## src/rtl/modn_pkg.sv

```systemverilog
// Shared definitions for the programmable mod-N counter family:
// direction encodings and the modulus range check.
package modn_pkg;

  localparam logic DIR_UP = 1'b1;
  localparam logic DIR_DN = 1'b0;

  // A modulus is usable when 2 <= mod <= 2**width.
  function automatic logic modn_valid(input logic [31:0] mod, input int width);
    logic [32:0] limit;
    limit = 33'd1 << width;
    return (mod >= 32'd2) && ({1'b0, mod} <= limit);
  endfunction

endpackage

```

## src/rtl/modn_step_core.sv

```systemverilog
// Combinational next-count for one enabled step, up or down, modulo mod_cur.
// Assumes count < mod_cur and step < mod_cur; the caller screens other cases.
module modn_step_core
  import modn_pkg::*;
#(
  parameter int WIDTH = 4
) (
  input  logic [WIDTH-1:0] count,
  input  logic [WIDTH-1:0] step,
  input  logic [WIDTH:0]   mod_cur,
  input  logic             upordown,
  output logic [WIDTH-1:0] next_count,
  output logic             wrap
);

  logic [WIDTH+1:0] cnt_ext;
  logic [WIDTH+1:0] step_ext;
  logic [WIDTH+1:0] mod_ext;
  logic [WIDTH+1:0] res;

  assign cnt_ext  = {2'b00, count};
  assign step_ext = {2'b00, step};
  assign mod_ext  = {1'b0, mod_cur};

  // Extra headroom bits keep count + step and count + mod_cur free of overflow.
  always_comb begin
    res  = cnt_ext;
    wrap = 1'b0;
    if (upordown == DIR_UP) begin
      res = cnt_ext + step_ext;
      if (res >= mod_ext) begin
        res  = res - mod_ext;
        wrap = 1'b1;
      end
    end else begin
      if (cnt_ext >= step_ext) begin
        res = cnt_ext - step_ext;
      end else begin
        res  = cnt_ext + mod_ext - step_ext;
        wrap = 1'b1;
      end
    end
  end

  assign next_count = res[WIDTH-1:0];

endmodule

```

## src/rtl/modn_updown_counter_prog.sv

```systemverilog
// Mod-N up/down counter with runtime modulus, per-cycle step, synchronous load
// and registered wrap / configuration-error pulses.
module modn_updown_counter_prog
  import modn_pkg::*;
#(
  parameter int WIDTH   = 4,
  parameter int N_RESET = 10
) (
  input  logic             clk,
  input  logic             reset,
  input  logic             en,
  input  logic             upordown,
  input  logic [WIDTH-1:0] step,
  input  logic             load,
  input  logic [WIDTH-1:0] load_val,
  input  logic             mod_wr,
  input  logic [WIDTH:0]   mod_val,
  output logic [WIDTH-1:0] count,
  output logic [WIDTH:0]   mod_cur,
  output logic             wrap,
  output logic             cfg_err
);

  localparam logic [WIDTH:0] MOD_RESET = (WIDTH+1)'(N_RESET);

  generate
    if (!modn_valid(32'(N_RESET), WIDTH)) begin : g_bad_n_reset
      $error("modn_updown_counter_prog: N_RESET must lie in 2..2**WIDTH");
    end
  endgenerate

  logic [WIDTH-1:0] core_next;
  logic             core_wrap;
  logic [WIDTH-1:0] count_nxt;
  logic [WIDTH:0]   mod_nxt;
  logic             wrap_nxt;
  logic             err_nxt;

  modn_step_core #(.WIDTH(WIDTH)) u_step_core (
    .count      (count),
    .step       (step),
    .mod_cur    (mod_cur),
    .upordown   (upordown),
    .next_count (core_next),
    .wrap       (core_wrap)
  );

  // Priority is mod_wr > load > en; a losing request is simply ignored.
  always_comb begin
    count_nxt = count;
    mod_nxt   = mod_cur;
    wrap_nxt  = 1'b0;
    err_nxt   = 1'b0;
    if (mod_wr) begin
      if (modn_valid(32'(mod_val), WIDTH)) begin
        mod_nxt = mod_val;
        if ({1'b0, count} >= mod_val) begin
          count_nxt = '0;
        end
      end else begin
        err_nxt = 1'b1;
      end
    end else if (load) begin
      if ({1'b0, load_val} < mod_cur) begin
        count_nxt = load_val;
      end else begin
        err_nxt = 1'b1;
      end
    end else if (en) begin
      if (step == '0) begin
        count_nxt = count;
      end else if ({1'b0, step} >= mod_cur) begin
        err_nxt = 1'b1;
      end else begin
        count_nxt = core_next;
        wrap_nxt  = core_wrap;
      end
    end
  end

  always_ff @(posedge clk or negedge reset) begin
    if (!reset) begin
      count   <= '0;
      mod_cur <= MOD_RESET;
      wrap    <= 1'b0;
      cfg_err <= 1'b0;
    end else begin
      count   <= count_nxt;
      mod_cur <= mod_nxt;
      wrap    <= wrap_nxt;
      cfg_err <= err_nxt;
    end
  end

endmodule

```

## config.mk

```make
export PLATFORM = sky130hd
export DESIGN_NAME = modn_updown_counter_prog
export DESIGN_NICKNAME = d
export VERILOG_FILES = /design/src/rtl/modn_pkg.sv /design/src/rtl/modn_step_core.sv /design/src/rtl/modn_updown_counter_prog.sv
export SDC_FILE = /design/constraint.sdc
export NUM_CORES = 1
export LEC_CHECK = 0
export ABC_CLOCK_PERIOD_IN_PS = 4250
export CAP_MARGIN = 0
export CORE_MARGIN = 2
export CORE_UTILIZATION = 58
export CTS_BUF_LIST = sky130_fd_sc_hd__clkbuf_16
export CTS_CLUSTER_SIZE = 10
export DETAILED_ROUTE_END_ITERATION = 7
export PLACE_DENSITY = 0.87
export SLEW_MARGIN = 20
export SYNTH_ARGS = -nofsm -noshare
export SYNTH_HDL_FRONTEND = slang
export SYNTH_HIERARCHICAL = 1
export SYNTH_SLANG_ARGS = --single-unit
```

## constraint.sdc

```tcl
create_clock -name clk -period 4.25 [get_ports clk]
set_input_delay 0.85 -clock clk [delete_from_list [all_inputs] [get_ports clk]]
set_output_delay 0.85 -clock clk [all_outputs]
set_load 0.01 [all_outputs]
```

==> results of run 1 <==
==> cell type report <==
cell class | count | share of cell area, %
clock buffers | 3 | 3.54
clock inverters | 1 | 0.177
inverters | 36 | 6.38
multi-input cells | 137 | 60.2
flip-flops and latches | 11 | 13.1
well taps | 31 | 1.83
repair buffers | 32 | 14.8
==> routing by layer <==
metal  wire length (µm)  GRT usage [%]
met1               1700           32.7
met2               2240           53.1
met3                174           2.01
met4                177           14.6
met5                  0              0
==> logic make-up after synthesis <==
family	count (synthesis)
flip-flops	11
XOR/XNOR	7
AND/OR/NAND/NOR	37
multiplexers	18
AO/OA/AOI/OAI	41
buffers and inverters	39
adder cells (fa/ha/maj)	34
==> critical path, stage by stage <==
cell and delay (ns):
clkdlybuf4s50_1 0.49, inv_1 0.05, ha_1 0.41, inv_2 0.11, a221oi_2 0.29, xnor2_1 0.18, inv_1 0.09, ha_1 0.19
a21o_1 0.24, a31oi_4 0.26, mux2i_1 0.23, mux2i_1 0.10, mux2i_1 0.14, nor2_1 0.06, mux2_2 0.28
==> worst max path at each step <==
stage | from | endpoint | depth (start not counted)
2_1_floorplan | step[2] | count[3] | 13
3_3_place_gp | step[2] | count[2] | 15
3_5_place_dp | step[2] | count[2] | 15
4_1_cts | step[2] | count[2] | 15
5_1_grt | step[2] | count[3] | 15
6_report | step[2] | count[2] | 15
==> cell usage in the layout, fill, tap and decap left out, types with 4 or more instances in the layout <==
cell type	n
inv_1	36
nor3_1	5
o21ai_0	7
fa_1	6
nand2_1	7
dfrtp_1	9
a21oi_1	9
mux2i_1	13
nor2_1	13
mux2_2	5
xnor2_1	5
o21a_1	4
ha_1	28
clkdlybuf4s50_1	29
==> power groups by stage <==
stage	Clock, µW	Sequential [µW]	Combinational (µW)
6_report	170	186	1010
5_1_grt	179	192	1120
4_1_cts	172	185	998
3_5_place_dp	0	185	990
3_3_place_gp	0	183	940
2_1_floorplan	0	184	732
==> state kept, by name, summed over array words and instances, names as in the netlist <==
register / cells
cfg_err: 1
count: 4
wrap: 1
mod_cur: 5
==> synthesized netlist by cell type (2+ instances only) <==
library cell | n | share of area (%)
inv_1 | 35 | 7.7
ha_1 | 28 | 21
mux2i_1 | 13 | 7.6
nor2_1 | 13 | 2.9
a21oi_1 | 9 | 2.6
dfrtp_1 | 9 | 13
nand2_1 | 7 | 1.5
o21ai_0 | 7 | 2.1
fa_1 | 6 | 7.0
mux2_2 | 5 | 3.3
nor3_1 | 5 | 1.5
xnor2_1 | 5 | 2.6
o21a_1 | 4 | 1.8
nand2b_1 | 3 | 1.1
a211o_1 | 2 | 1.0
a21o_1 | 2 | 0.88
dfstp_2 | 2 | 3.1
nor2_2 | 2 | 0.73
nor2b_1 | 2 | 0.73
xor2_1 | 2 | 1.0
==> per-stage QoR <==
| stage | power [µW] | setup slack (ns) | util (%) |
|---|---|---|---|
| 6_report | 1370 | 0.398 | 76.2 |
| 5_1_grt | 1490 | 0.208 | 76.2 |
| 4_1_cts | 1360 | 0.434 | 76.2 |
| 3_5_place_dp | 1170 | 0.225 | 73.3 |
| 3_3_place_gp | 1120 | 0.319 | 73.3 |
| 2_1_floorplan | 916 | 1.00 | - |
==> impl_metrics.tcl, run 1 <==
set metrics [dict create \
    status "completed" \
    synth_edf_count 0 \
    die_w_um 58.2 \
    p_seq_share_pct 13.6 \
    r2r_slack_ns 1.04 \
    clockPowerShare_pct 12.4 \
    yosys.area_share.simple_pct 11.3 \
    rows 19 \
    synth_seq_cells 11 \
    yosys_warnings 6 \
    portBuffers 29 \
    hold_start "mod_cur[1]" \
    start_util_pct 61.3 \
    fin_cells 251 \
    synthMuxAreaShare_pct 10.9 \
    r2r-start "count[2]" \
    hold_buffers 0 \
    clkSinkCount 11 \
    grt_pass1_wl_mm 7.31 \
    gp_congestion 1.01 \
    period_share_pct 90.6 \
    synth_area_per_cell_um2 9.11 \
    startpoint_type "input pin" \
    drtAntennaViolNets 0 \
    avgViaCountPerCell 6.06 \
    initialDrtViolationCount 71 \
    final_nets 274 \
    power.switching_uw 630 \
    swShare_pct 46.1 \
    routed_wl_mm 4.29 \
    grt_pass1_vias 1633 \
    hold_depth 2 \
    maxCapViolCount 0 \
    rsz0062_at_grt "no" \
    grt_start_max_net_pins 12 \
    synthXorXnorAreaFrac_pct 3.60 \
    synth-compound-area-share_pct 21.4 \
    coreArea_um2 2780 \
    arrival_ns 3.97 \
    area_delta_synth_final_pct 24.3 \
    final_cell_area_um2 2120 \
    hpwl_mm 3.49 \
    diodes 0 \
    setup_tns_ns 0 \
    synthAdderAreaFrac_pct 27.6 \
    reg2reg_depth 13 \
    io_pins 30 \
    cts_buffers 3 \
    cts_tree "yes" \
    yosysUniqueCellTypes 46 \
    min_period_ns 3.85 \
    holdCritPathClass "flop to flop" \
    synth-async-reset-ratio_pct 100 \
    power_density_nw_per_um2 645 \
    place_inst 247 \
    ctsResizeCount 0 \
    synth_top_flop_cell "dfrtp_1" \
    antenna_found_initial 0 \
    holdPathEnd "mod_cur[1]" \
    n_fill_cell 195 \
    h-tree-depth 1 \
    cts_setup_buffers 0 \
    die_h_um 58.2 \
    ir_worst_vdd_uv 504 \
    placed_cell_area_um2 2040 \
    slew-limit-headroom_pct 65.8 \
    setup_violations 0 \
    crit_type "input pin to flop" \
    dieArea_um2 3390 \
    routedWlPerCell_um 17.1 \
    yosysSeqAreaShare_pct 16.3 \
    drc 0 \
    synth_top_family_by_area "adder cells" \
    vias 1522 \
    max_slew.worst_pin.slew_ns 0.512 \
    maxSlewViolCount 0 \
    cp.required_ns 4.37 \
    clkTransAtPathRegs_ns 0.04 \
    combPwrFrac_pct 73.9 \
    grt_use_total_pct 28.6 \
    layout-drive-gt1-share_pct 11.4 \
    drt_pass1_iterations 4 \
    clk_path_buf_depth 2 \
    fmax_mhz 260 \
    clock-root-buffer "clkbuf_16" \
    grt.overflow.total 0 \
    hold_ws_ns 0.569 \
    p_int_uw 736 \
    p_leak_uw 0.00103 \
    syn_area_um2 1700 \
    regArea_um2 278 \
    syn-num-nets 240 \
    multi_input_area_um2 1270 \
    critPathMaxFanout 5 \
    end_kind "flop" \
    clock_skew_ns 0.000941 \
    reg2reg_to "count[2]" \
    hold_viol_final 0 \
    syn_inst 187 \
    clk_latency_ns 0.24 \
]
No activity file was read; power rests on OpenSTA's default activity.
==> run 2, diff against run 1 <==
- CORE_ASPECT_RATIO: default -> 1.4
==> run 2 against run 1 <==
Count of clock-buffer cells in the layout did not move. Combinational power is essentially flat. Cell area is 0.35% higher. Die area is 0.18% higher. Final cell count grew 2.4%. First-iteration DRC count shrank 8.5%. Critical path type unchanged. Critical endpoint is now count[1].
==> impl_metrics.tcl, run 2 (synthesis gave the netlist of run 1 again) <==
set metrics [dict create \
    p_int_uw 741 \
    drc 0 \
    diodes 0 \
    drtAntennaViolNets 0 \
    hold_buffers 0 \
    area_delta_synth_final_pct 24.7 \
    final_nets 274 \
    clk_latency_ns 0.24 \
    setup_tns_ns 0 \
    multi_input_area_um2 1270 \
    min_period_ns 3.85 \
    layout-drive-gt1-share_pct 11.4 \
    power_density_nw_per_um2 646 \
    clockPowerShare_pct 12.4 \
    die_w_um 49.8 \
    grt_pass1_vias 1668 \
    end_kind "flop" \
    n_fill_cell 206 \
    grt_pass1_wl_mm 7.04 \
    holdCritPathClass "flop to flop" \
    rows 23 \
    initialDrtViolationCount 65 \
    maxSlewViolCount 0 \
    arrival_ns 3.97 \
    grt_start_max_net_pins 12 \
    routed_wl_mm 4.39 \
    grt_use_met1_pct 26.5 \
    grt.overflow.total 0 \
    grt_use_met3_pct 2.62 \
    use_met2_pct 56.5 \
    status "completed" \
    clkSinkCount 11 \
    avgViaCountPerCell 5.90 \
    cp.required_ns 4.37 \
    swShare_pct 46.0 \
    coreArea_um2 2820 \
    crit_type "input pin to flop" \
    top_regs "mod_cur: 5 flops, count: 4 flops" \
    vias 1516 \
    slew-limit-headroom_pct 62.0 \
    clock-root-buffer "clkbuf_16" \
    drt_pass1_iterations 5 \
    clk_path_buf_depth 2 \
    rsz0062_at_grt "no" \
    start_util_pct 60.4 \
    final_common_cell "inv_1" \
    dieArea_um2 3390 \
    ir_worst_vdd_uv 535 \
    fin_cells 257 \
    hold_viol_final 0 \
    period_share_pct 90.7 \
    regArea_um2 278 \
    largest_register_ffs 5 \
    grt_use_total_pct 27.7 \
    top_usage_layer "met2" \
    critPathMaxFanout 5 \
    power.switching_uw 632 \
    place_inst 253 \
    top_register "mod_cur" \
    h-tree-depth 1 \
    antenna_found_initial 0 \
    setup_violations 0 \
    portBuffers 29 \
    p_seq_share_pct 13.5 \
    hpwl_mm 3.74 \
    maxCapViolCount 0 \
    p_leak_uw 0.00103 \
    routedWlPerCell_um 17.1 \
    max_slew.worst_pin.slew_ns 0.563 \
    cts_setup_buffers 0 \
    io_pins 30 \
    clkTransAtPathRegs_ns 0.04 \
    gp_congestion 0.894 \
    combPwrFrac_pct 74.2 \
    final_cell_mix "inv_1 (36), clkdlybuf4s50_1 (29), ha_1 (28)" \
    cts_tree "yes" \
    ctsResizeCount 0 \
    fmax_mhz 259 \
    clock_skew_ns 0.00190 \
    cts_buffers 3 \
    die_h_um 68.1 \
    startpoint_type "input pin" \
]
run 2: cell counts in the layout (fill, tap and decap cells not counted):
Identical to the previous run, type by type.
run 2: worst paths after layout:
kind | from | to | slack, ns | cells after the start
worst max-delay path | step[2] | count[1] | 0.40 | 15
worst min-delay path | mod_cur[3] | mod_cur[3] | 0.58 | 2
worst max register to register | count[2] | count[1] | 1.03 | 13
worst min register to register | mod_cur[3] | mod_cur[3] | 0.58 | 2
max in group asynchronous | reset | mod_cur[1] | 2.92 | 1
min in group asynchronous | reset | cfg_err | 0.96 | 1
run 2: final cells by class:
class	instances	share of cell area, %
Sequential cell	11	13.1
Timing Repair Buffer	32	14.7
Multi-Input combinational cell	137	60.0
Clock buffer	3	3.53
Tap cell	37	2.18
Inverter	36	6.36
Clock inverter	1	0.177
run 2: metrics by stage:
step	power, µW	util, %	worst slack, ns	area [µm²]	hold WS [ns]
floorplan	916	-	1.00	1700	0.527
global placement	1130	72.6	0.283	2050	0.581
detailed placement	1190	72.6	0.202	2050	0.583
CTS	1360	75.4	0.440	2130	0.585
global route	1470	75.4	0.238	2130	0.613
finish	1370	75.4	0.396	2130	0.580
run 2: worst max-delay path: stages:
cell,delay [ns]
clkdlybuf4s50_1,0.48
inv_1,0.05
ha_1,0.43
inv_2,0.12
a221oi_2,0.29
xnor2_1,0.18
inv_1,0.10
ha_1,0.19
a21o_1,0.24
a31oi_4,0.25
mux2i_1,0.21
a21oi_1,0.09
mux2i_1,0.16
nor2_1,0.07
mux2_2,0.28
run 2: routing by layer:
layer / routed length, µm / vias to the layer above
met4: 189 / 0
met1: 1600 / 711
met5: 0 / -
met2: 2410 / 68
li1: - / 714
met3: 187 / 23
run 2: power groups by stage:
| stage | Combinational [µW] | Sequential, µW | Clock (µW) |
|---|---|---|---|
| 2_1_floorplan | 732 | 184 | 0 |
| 3_3_place_gp | 949 | 184 | 0 |
| 3_5_place_dp | 1000 | 184 | 0 |
| 4_1_cts | 1010 | 183 | 171 |
| 5_1_grt | 1100 | 191 | 177 |
| 6_report | 1020 | 185 | 170 |
